[config.mk]
export PLATFORM = sky130hd
export DESIGN_NAME = secded_stream_decoder
export DESIGN_NICKNAME = d
export VERILOG_FILES = /design/src/rtl/secded_pkg.sv /design/src/rtl/secded_syndrome.sv /design/src/rtl/secded_stream_decoder.sv
export SDC_FILE = /design/constraint.sdc
export NUM_CORES = 1
export LEC_CHECK = 0
export ABC_AREA = 1
export CAP_MARGIN = 20
export CORE_ASPECT_RATIO = 0.6
export CORE_UTILIZATION = 45
export DETAILED_ROUTE_END_ITERATION = 7
export MAX_ROUTING_LAYER = met4
export PLACE_DENSITY = 0.76
export SYNTH_ARGS = -nofsm -noshare
export SYNTH_HDL_FRONTEND = slang
export SYNTH_SLANG_ARGS = --single-unit
[constraint.sdc]
create_clock -name clk -period 1.7 [get_ports clk]
set_clock_uncertainty 0.1 [all_clocks]
set_input_delay 0.425 -clock clk [delete_from_list [all_inputs] [get_ports clk]]
set_output_delay 0.425 -clock clk [all_outputs]
set_load 0.05 [all_outputs]
[src/rtl/secded_pkg.sv]
// Shared constants and helpers for the SECDED stream decoder: widths derived from
// the Hamming parity count, data-to-codeword position map, and out_word field offsets.
package secded_pkg;

    localparam int P_DEFAULT = 4;

    function automatic int secded_cw_w(int p);
        return 1 << p;
    endfunction

    function automatic int secded_data_w(int p);
        return (1 << p) - p - 1;
    endfunction

    localparam int DATA_W = secded_data_w(P_DEFAULT);
    localparam int CW_W   = secded_cw_w(P_DEFAULT);

    // Data bits fill every non-power-of-two position above 0, lowest index first.
    function automatic int data_pos(int p, int idx);
        int pos;
        int n;
        pos = 0;
        n   = 0;
        for (int k = 1; k < (1 << p); k++) begin
            if ((k & (k - 1)) != 0) begin
                n++;
                if (n == idx && pos == 0) pos = k;
            end
        end
        return pos;
    endfunction

    localparam int DATA_OFS = 0;

    function automatic int dbl_ofs(int p);
        return secded_cw_w(p) - 1;
    endfunction

    function automatic int sgl_ofs(int p);
        return secded_cw_w(p) - 2;
    endfunction

    function automatic logic [15:0] sat_inc(logic [15:0] v);
        return (v == 16'hFFFF) ? v : v + 16'd1;
    endfunction

endpackage

[src/rtl/secded_syndrome.sv]
// Combinational syndrome (XOR of set-bit indices) and overall parity of a codeword.
module secded_syndrome
    import secded_pkg::*;
#(
    parameter int P = P_DEFAULT
) (
    input  logic [secded_cw_w(P)-1:0] cw,
    output logic [P-1:0]              s,
    output logic                      q
);

    always_comb begin
        s = '0;
        for (int i = 1; i < secded_cw_w(P); i++) begin
            if (cw[i]) s = s ^ i[P-1:0];
        end
        q = ^cw;
    end

endmodule

[src/rtl/secded_stream_decoder.sv]
// Two-stage valid/ready SECDED decoder with optional correction and saturating
// word / single / double error counters.
module secded_stream_decoder
    import secded_pkg::*;
#(
    parameter int P = P_DEFAULT
) (
    input  logic                      clk,
    input  logic                      reset,
    input  logic                      in_valid,
    output logic                      in_ready,
    input  logic [secded_cw_w(P)-1:0] in_cw,
    input  logic                      detect_only,
    output logic                      out_valid,
    input  logic                      out_ready,
    output logic [secded_cw_w(P)-1:0] out_word,
    output logic [15:0]               cnt_total,
    output logic [15:0]               cnt_sgl,
    output logic [15:0]               cnt_dbl,
    input  logic                      clr_cnt
);

    localparam int CW_BITS   = secded_cw_w(P);
    localparam int DATA_BITS = secded_data_w(P);
    localparam int SGL_BIT   = sgl_ofs(P);
    localparam int DBL_BIT   = dbl_ofs(P);

    logic [P-1:0]         syn_s;
    logic                 syn_q;

    logic                 s1_valid;
    logic [CW_BITS-1:0]   s1_cw;
    logic [P-1:0]         s1_s;
    logic                 s1_q;
    logic                 s1_detect;

    logic                 s2_valid;
    logic                 s2_ready;
    logic                 out_hs;

    logic [CW_BITS-1:0]   fixed_cw;
    logic [DATA_BITS-1:0] data;
    logic [CW_BITS-1:0]   dec_word;

    secded_syndrome #(.P(P)) u_syndrome (
        .cw (in_cw),
        .s  (syn_s),
        .q  (syn_q)
    );

    assign s2_ready  = !s2_valid || out_ready;
    assign in_ready  = !s1_valid || s2_ready;
    // Masked during reset so a word sitting in S2 cannot handshake on that cycle.
    assign out_valid = s2_valid && !reset;
    assign out_hs    = out_valid && out_ready;

    always_comb begin
        fixed_cw = s1_cw;
        if (s1_q && !s1_detect) fixed_cw[s1_s] = ~s1_cw[s1_s];
    end

    for (genvar i = 1; i <= DATA_BITS; i++) begin : g_data
        assign data[i-1] = fixed_cw[data_pos(P, i)];
    end

    always_comb begin
        dec_word                       = '0;
        dec_word[DATA_OFS +: DATA_BITS] = data;
        dec_word[SGL_BIT]              = s1_q;
        dec_word[DBL_BIT]              = !s1_q && (s1_s != '0);
    end

    always_ff @(posedge clk) begin
        if (reset) begin
            s1_valid  <= 1'b0;
            s1_cw     <= '0;
            s1_s      <= '0;
            s1_q      <= 1'b0;
            s1_detect <= 1'b0;
            s2_valid  <= 1'b0;
            out_word  <= '0;
            cnt_total <= '0;
            cnt_sgl   <= '0;
            cnt_dbl   <= '0;
        end else begin
            if (in_ready) begin
                s1_valid <= in_valid;
                if (in_valid) begin
                    s1_cw     <= in_cw;
                    s1_s      <= syn_s;
                    s1_q      <= syn_q;
                    s1_detect <= detect_only;
                end
            end
            if (s2_ready) begin
                s2_valid <= s1_valid;
                if (s1_valid) out_word <= dec_word;
            end
            if (clr_cnt) begin
                cnt_total <= '0;
                cnt_sgl   <= '0;
                cnt_dbl   <= '0;
            end else if (out_hs) begin
                cnt_total <= sat_inc(cnt_total);
                if (out_word[SGL_BIT]) cnt_sgl <= sat_inc(cnt_sgl);
                if (out_word[DBL_BIT]) cnt_dbl <= sat_inc(cnt_dbl);
            end
        end
    end

endmodule

# ---- Yosys cells after proc, flatten, opt, wreduce, memory -nomap -nowiden
# Index checks and enable logic that the tools add are counted.
dict set report totals {
  reg_bits 85
  latchBits 0
  ramBits 0
  romBits 0
  input_bits 22
  output_inout_bits 66
  elab_cells 77
  n_memories 0
}
dict set report classes {
  n_addsub 3
  mul 0
  n_div 0
  order_cmp 2
  eq_ne 3
  shifts 0
  n_mux 21
  n_bitwise 18
  reduce_logical 20
}
# cell n
set op_table {}
lappend op_table {{adder 16 x 1 -> 16 bit, second input constant} 3}
lappend op_table {{equality test 16 bit, second input constant} 3}
lappend op_table {{two-way mux 4 bit} 8}
lappend op_table {{bitwise mux 16 bit} 1}
lappend op_table {{two-way mux 16 bit} 1}
lappend op_table {{parity 16 bit} 1}
lappend op_table {{two-way mux 3 bit} 4}
lappend op_table {{inverter 2 bit} 6}
lappend op_table {{inverter 3 bit} 4}
lappend op_table {{AND reduction 2 bit} 3}
lappend op_table {{AND reduction 3 bit} 2}
lappend op_table {{logical AND 1 bit} 5}
lappend op_table {{logical NOT 1 bit} 5}
lappend op_table {{less-than comparator 4 x 5 -> 1 bit, second input constant} 1}
lappend op_table {{binary-select mux 1 bit (select 4 bit)} 1}
lappend op_table {{demux 1 bit (select 4 bit)} 1}
lappend op_table {{>= comparator 4 x 1 -> 1 bit, second input constant} 1}
lappend op_table {{two-way mux 2 bit} 2}
lappend op_table {{inverter 1 bit} 4}
lappend op_table {{inverter 4 bit} 1}
lappend op_table {{nonzero test 4 bit} 1}
lappend op_table {{two-way mux 1 bit} 3}
lappend op_table {{inverter 1 bit, first input constant} 3}
lappend op_table {{logical OR 1 bit} 2}
lappend op_table {{OR reduction 2 bit} 1}

# ---- Longest topological paths before layout
dict set report logic_depth {
  word_depth 26
  mapped_depth 12
  depth_no_buf 11
}

# ---- Hierarchy
# Synthesis repeated with hierarchy kept, for this count alone.
dict set report unflattened {
  cells_unflattened 783
  hier_area_um2 4953.5
}
# module n_inst cells_per_inst area_per_inst_um2 seq_area_each_um2
set modules_own_cells {}
lappend modules_own_cells {secded_stream_decoder 1 669 4441.8 1701.6}
lappend modules_own_cells {secded_syndrome 1 114 511.7 0.0}

# ---- Worst setup path after synthesis
# No wires, ideal clock.
dict set report synth_path {
  kind {reg-to-reg}
  startpoint {reg cnt_total[0]}
  endpoint {reg cnt_total[11]}
  setup_ps 133
  t_arrival_ps 1778
  required_ps 1467
  slack_ps -312
  stages_incl_launch_ff 10
  n_path_buf 1
  period_less_slack_ps 2012
  cell_sequence {dfxtp_1 > ha_1 > nand3_2 > nor3_4 > nand3_2 > nand2_4 > inv_4 > buf_6 > nand2_1 > a21oi_2}
}
dict set report synth_via {
  elab_chain_len 3
  elab_cells_between_ends 4
  cone_classes {1 x add/sub; 1 x eq/ne; 1 x bitwise; 1 x reduce/logical}
}
# element line
set synth_lines {}
lappend synth_lines {{start, declared} secded_stream_decoder.sv:17} ;# output logic [15:0] cnt_total,
lappend synth_lines {{start signal, assigned} secded_stream_decoder.sv:104} ;# cnt_total <= sat_inc(cnt_total);
lappend synth_lines {{parallel branches: the longest is 3 deep, another holds adder 16 x 1 -> 16 bit} -}
# Several ways; the timed one is not identified.
# A chain may end at the register's enable or synchronous reset.

# ---- Worst setup path after layout
dict set report layout_path {
  startpoint {reg cnt_total[1]}
  endpoint {reg cnt_total[6]}
}
# The elaborated chain is that of the path after synthesis.

==> flow_summary_export.csv <==
group,metric,value,unit
synthesis,synth_compound_area_share,13.3,%
sta,hold_viol,0,
synthesis,ys_seq_elements,85,
power,ir_worst_vdd,0.509,mV
power,combinationalPowerShare,17.6,%
synthesis,synth.mux.area_fraction,0,%
global_route,grt_antenna_before_repair,0,
critical_path,critical_path.top_delay_family,"simple AND/OR/NAND/NOR gates",
job,count_of_max_cap_constraint_violations,0,
synthesis,synthesis.instances,725,
synthesis,synth-edff-count,0,
critical_path,worst-endpoint-required,1.84,ns
route,routedWlPerCell,15.9,µm
critical_path,crit_path_max_fanout,15,
sta,setup_total_negative_slack,-0.00730,ns
critical_path,timing_worst_setup_path_type,"reg -> reg",
placement,dpl_cell_area,7150,µm²
critical_path,critPathArrivalTime,1.84,ns
global_route,grt_max_degree,20,
sta,finalSetupViolations,1,
critical_path,cpMaxStageDelayCell,"sky130_fd_sc_hd__dfxtp_4",
route,post_drt_via_cell_ratio,5.32,
synthesis,post_synth_instance_area,4960,µm²
synthesis,yosys.area_share.simple,33.7,%
final_layout,layout_common_cells,"190 x sky130_fd_sc_hd__nand2_1, 85 x sky130_fd_sc_hd__buf_4, 67 x sky130_fd_sc_hd__buf_12, 65 x sky130_fd_sc_hd__inv_1, 61 x sky130_fd_sc_hd__nor2_1",
cts,cts_hold_buffers,0,
power,cellPowerDensity,636,nW/µm²
placement,hpwl,12100,µm
synthesis,yosysSeqAreaShare,34.3,%
cts,clk_transition_reported_paths,0.06,ns
cts,clock-root-buffer,"sky130_fd_sc_hd__clkbuf_16",
synthesis,synth_xor_xnor_area_share,8.30,%
sta,final_critical_path_setup_slack,-0.00730,ns
cts,tritoncts,"built",
floorplanning,floorplan.io_pins,88,
worst_hold_path,min_path_type,"reg -> reg",
critical_path,critPathBufInv,1,
power,power_leakage,3.09,nW
route,drc,0,
global_route,via_count_of_the_first_global_routing_pass,5018,
critical_path,crit_start_category,"flop",
floorplanning,dieArea,11500,µm²
final_layout,antenna_cells_inserted,0,
power,p_seq_share,42.3,%
sta,grt_setup_unrepaired,"yes",
synthesis,yosys.cell_types.count,36,
status,outcome,"complete, but fails checks",
sta,period_share,100,%
route,totalWireLength,16400,µm
floorplanning,fp.coreArea,10600,µm²
cts,cts_inserted_buffers,9,
floorplanning,rows,29,
cts,cts.htree.levels,3,
power,netSwitchingFraction,27.6,%
power,switchingPower,0.00137,W
final_layout,drive_gt1_share,34.6,%
synthesis,synthArstFlopShare,0,%
synthesis,combinational_family_with_the_most_area_after_synthesis,"simple AND/OR/NAND/NOR gates",
synthesis,synth_fa_ha_area_share,0.757,%
final_layout,fillCellCount,749,
floorplanning,die_width,138,µm
synthesis,yosys_most_used_dff,"sky130_fd_sc_hd__dfxtp_1",
global_route,global_route.usage.total,30.1,%
final_layout,layout-area-overhead-vs-synth,56.9,%
final_layout,final_area,7780,µm²
floorplanning,start_util,46.6,%
power,int_power,0.00358,W
global_route,grt_first_pass_wirelength,25700,µm
cts,cts.sinks,85,
sta,fin_crit,1.71,ns
route,vias,5498,
cts,clock_tree.buffer_depth,2,
route,drt_iter0_drc,602,
critical_path,setup.worst_path.end_class,"flop",
synthesis,yosysWarningCount,0,
power,post-layout-total-power,0.00495,W
critical_path,critical-path-max-stage-delay,0.36,ns
final_layout,mostFrequentLayoutCell,"sky130_fd_sc_hd__nand2_1",
global_route,total_overflow_reported_by_the_global_router,0,
cts,clock_latency,0.34,ns
placement,gp_routability_congestion,0.972,
placement,buffer_ports.inserted,84,
route,ant_nets,0,
route,drtPass1Iterations,6,
floorplanning,die_height,83.3,µm
sta,achievable-frequency,586,MHz
sta,slew_viols_final,0,
status,violations_in_the_final_reports,"negative setup slack",
synthesis,post_synth.cell_area_avg,6.84,µm²
final_layout,final_nets,914,
power,clock_share_of_power,40.2,%
critical_path,critical_path.cell_chain,"ha_4, nand3_4, nor3_4, nand3_2, nand2_8, inv_6, nand2_2, nand2_1, and3_1",
[logic make-up (layout without fill, tap and decap cells)]
group,after synthesis,count (layout)
flip-flops,85,85
AO/OA/AOI/OAI,117,117
buffers and inverters,101,268
AND/OR/NAND/NOR,371,371
other,1,3
adder cells (fa/ha/maj),3,3
XOR/XNOR,47,47
[layout make-up]
type	instances	area, µm²	area share, %
clock buffer	12	246	3.17
clock inverter	4	47.5	0.611
inverter	76	303	3.89
multi-input combinational	541	3010	38.7
sequential	85	1760	22.7
tap	139	174	2.24
timing repair buffer	176	2230	28.7
[cell usage after synthesis, types with 2 or more instances]
library cell	number	area, µm²
sky130_fd_sc_hd__inv_4	3	18.8
sky130_fd_sc_hd__nand4_1	7	43.8
sky130_fd_sc_hd__xor2_1	17	149
sky130_fd_sc_hd__ha_1	3	37.5
sky130_fd_sc_hd__buf_4	4	30.0
sky130_fd_sc_hd__a21oi_2	18	158
sky130_fd_sc_hd__nor3_1	14	70.1
sky130_fd_sc_hd__clkbuf_1	8	30.0
sky130_fd_sc_hd__nor3_2	5	50.1
sky130_fd_sc_hd__nor2_1	71	267
sky130_fd_sc_hd__xnor2_1	30	263
sky130_fd_sc_hd__nand2_1	193	724
sky130_fd_sc_hd__nor2_2	6	37.5
sky130_fd_sc_hd__a21oi_1	61	305
sky130_fd_sc_hd__and3_1	6	37.5
sky130_fd_sc_hd__nor3_4	3	48.8
sky130_fd_sc_hd__nand2_2	28	175
sky130_fd_sc_hd__nand3_2	2	20.0
sky130_fd_sc_hd__dfxtp_1	85	1700
sky130_fd_sc_hd__inv_1	67	251
sky130_fd_sc_hd__o21ai_0	34	170
sky130_fd_sc_hd__inv_2	6	22.5
sky130_fd_sc_hd__nand3_1	32	160
sky130_fd_sc_hd__buf_2	4	20.0
sky130_fd_sc_hd__buf_6	7	78.8
[sequential cells by signal, indices dropped and copies added, names as in the netlist]
register	flops
cnt_sgl	16
s1_s	4
cnt_dbl	16
s1_detect	1
s1_q	1
s1_cw	16
out_word	13
s2_valid	1
cnt_total	16
s1_valid	1
[power groups by stage]
stage | combinational (W) | sequential, W | clock [W]
final | 0.000868 | 0.00209 | 0.00199
after global routing | 0.000942 | 0.00210 | 0.00208
after CTS | 0.000830 | 0.00209 | 0.00198
after detailed placement | 0.000818 | 0.00213 | 0
after global placement | 0.000801 | 0.00213 | 0
after floorplan | 0.000479 | 0.00216 | 0
[tightest hold or removal path: cells and delay by family (launching register included)]
family	cells	cell delay (ns)
buf+inv	1	0.06
compound gates	1	0.05
flops	1	0.30
[timing repair]
action	in CTS	in global routing
endpoints found under the setup margin	10	57
endpoints found under the hold margin	0	0
gates resized for setup	7	56
pin swaps	2	14
buffers inserted	5	6
[final timing paths]
kind | startpoint | end | slack [ns] | cells past startpoint
worst max-delay path | cnt_total[1] | cnt_total[6] | -0.007 | 9
worst min-delay path | s1_cw[0] | s1_cw[0] | 0.36 | 2
worst max register to register | cnt_total[1] | cnt_total[6] | -0.007 | 9
worst min register to register | s1_cw[0] | s1_cw[0] | 0.36 | 2
[routing by layer]
metal	global-route usage, %	share of wire [%]	wire, µm
met1	45.4	46	7600
met2	39.0	41	6770
met3	7.88	11	1810
met4	6.39	1.5	244
met5	-	0	0
[metrics by stage]
step           worst slack (ns)  util, %  std cells  hold WS (ns)
6_report               -0.00730     73.1       1033         0.357
5_1_grt                 -0.0531     73.1       1033         0.379
4_1_cts                 0.00511     70.6       1027         0.358
3_5_place_dp             -0.375     67.2       1006         0.349
3_3_place_gp             -0.283     67.2       1006         0.341
2_1_floorplan            0.0138        -        727         0.329
Note: power is estimated with default switching activity, not from simulation.
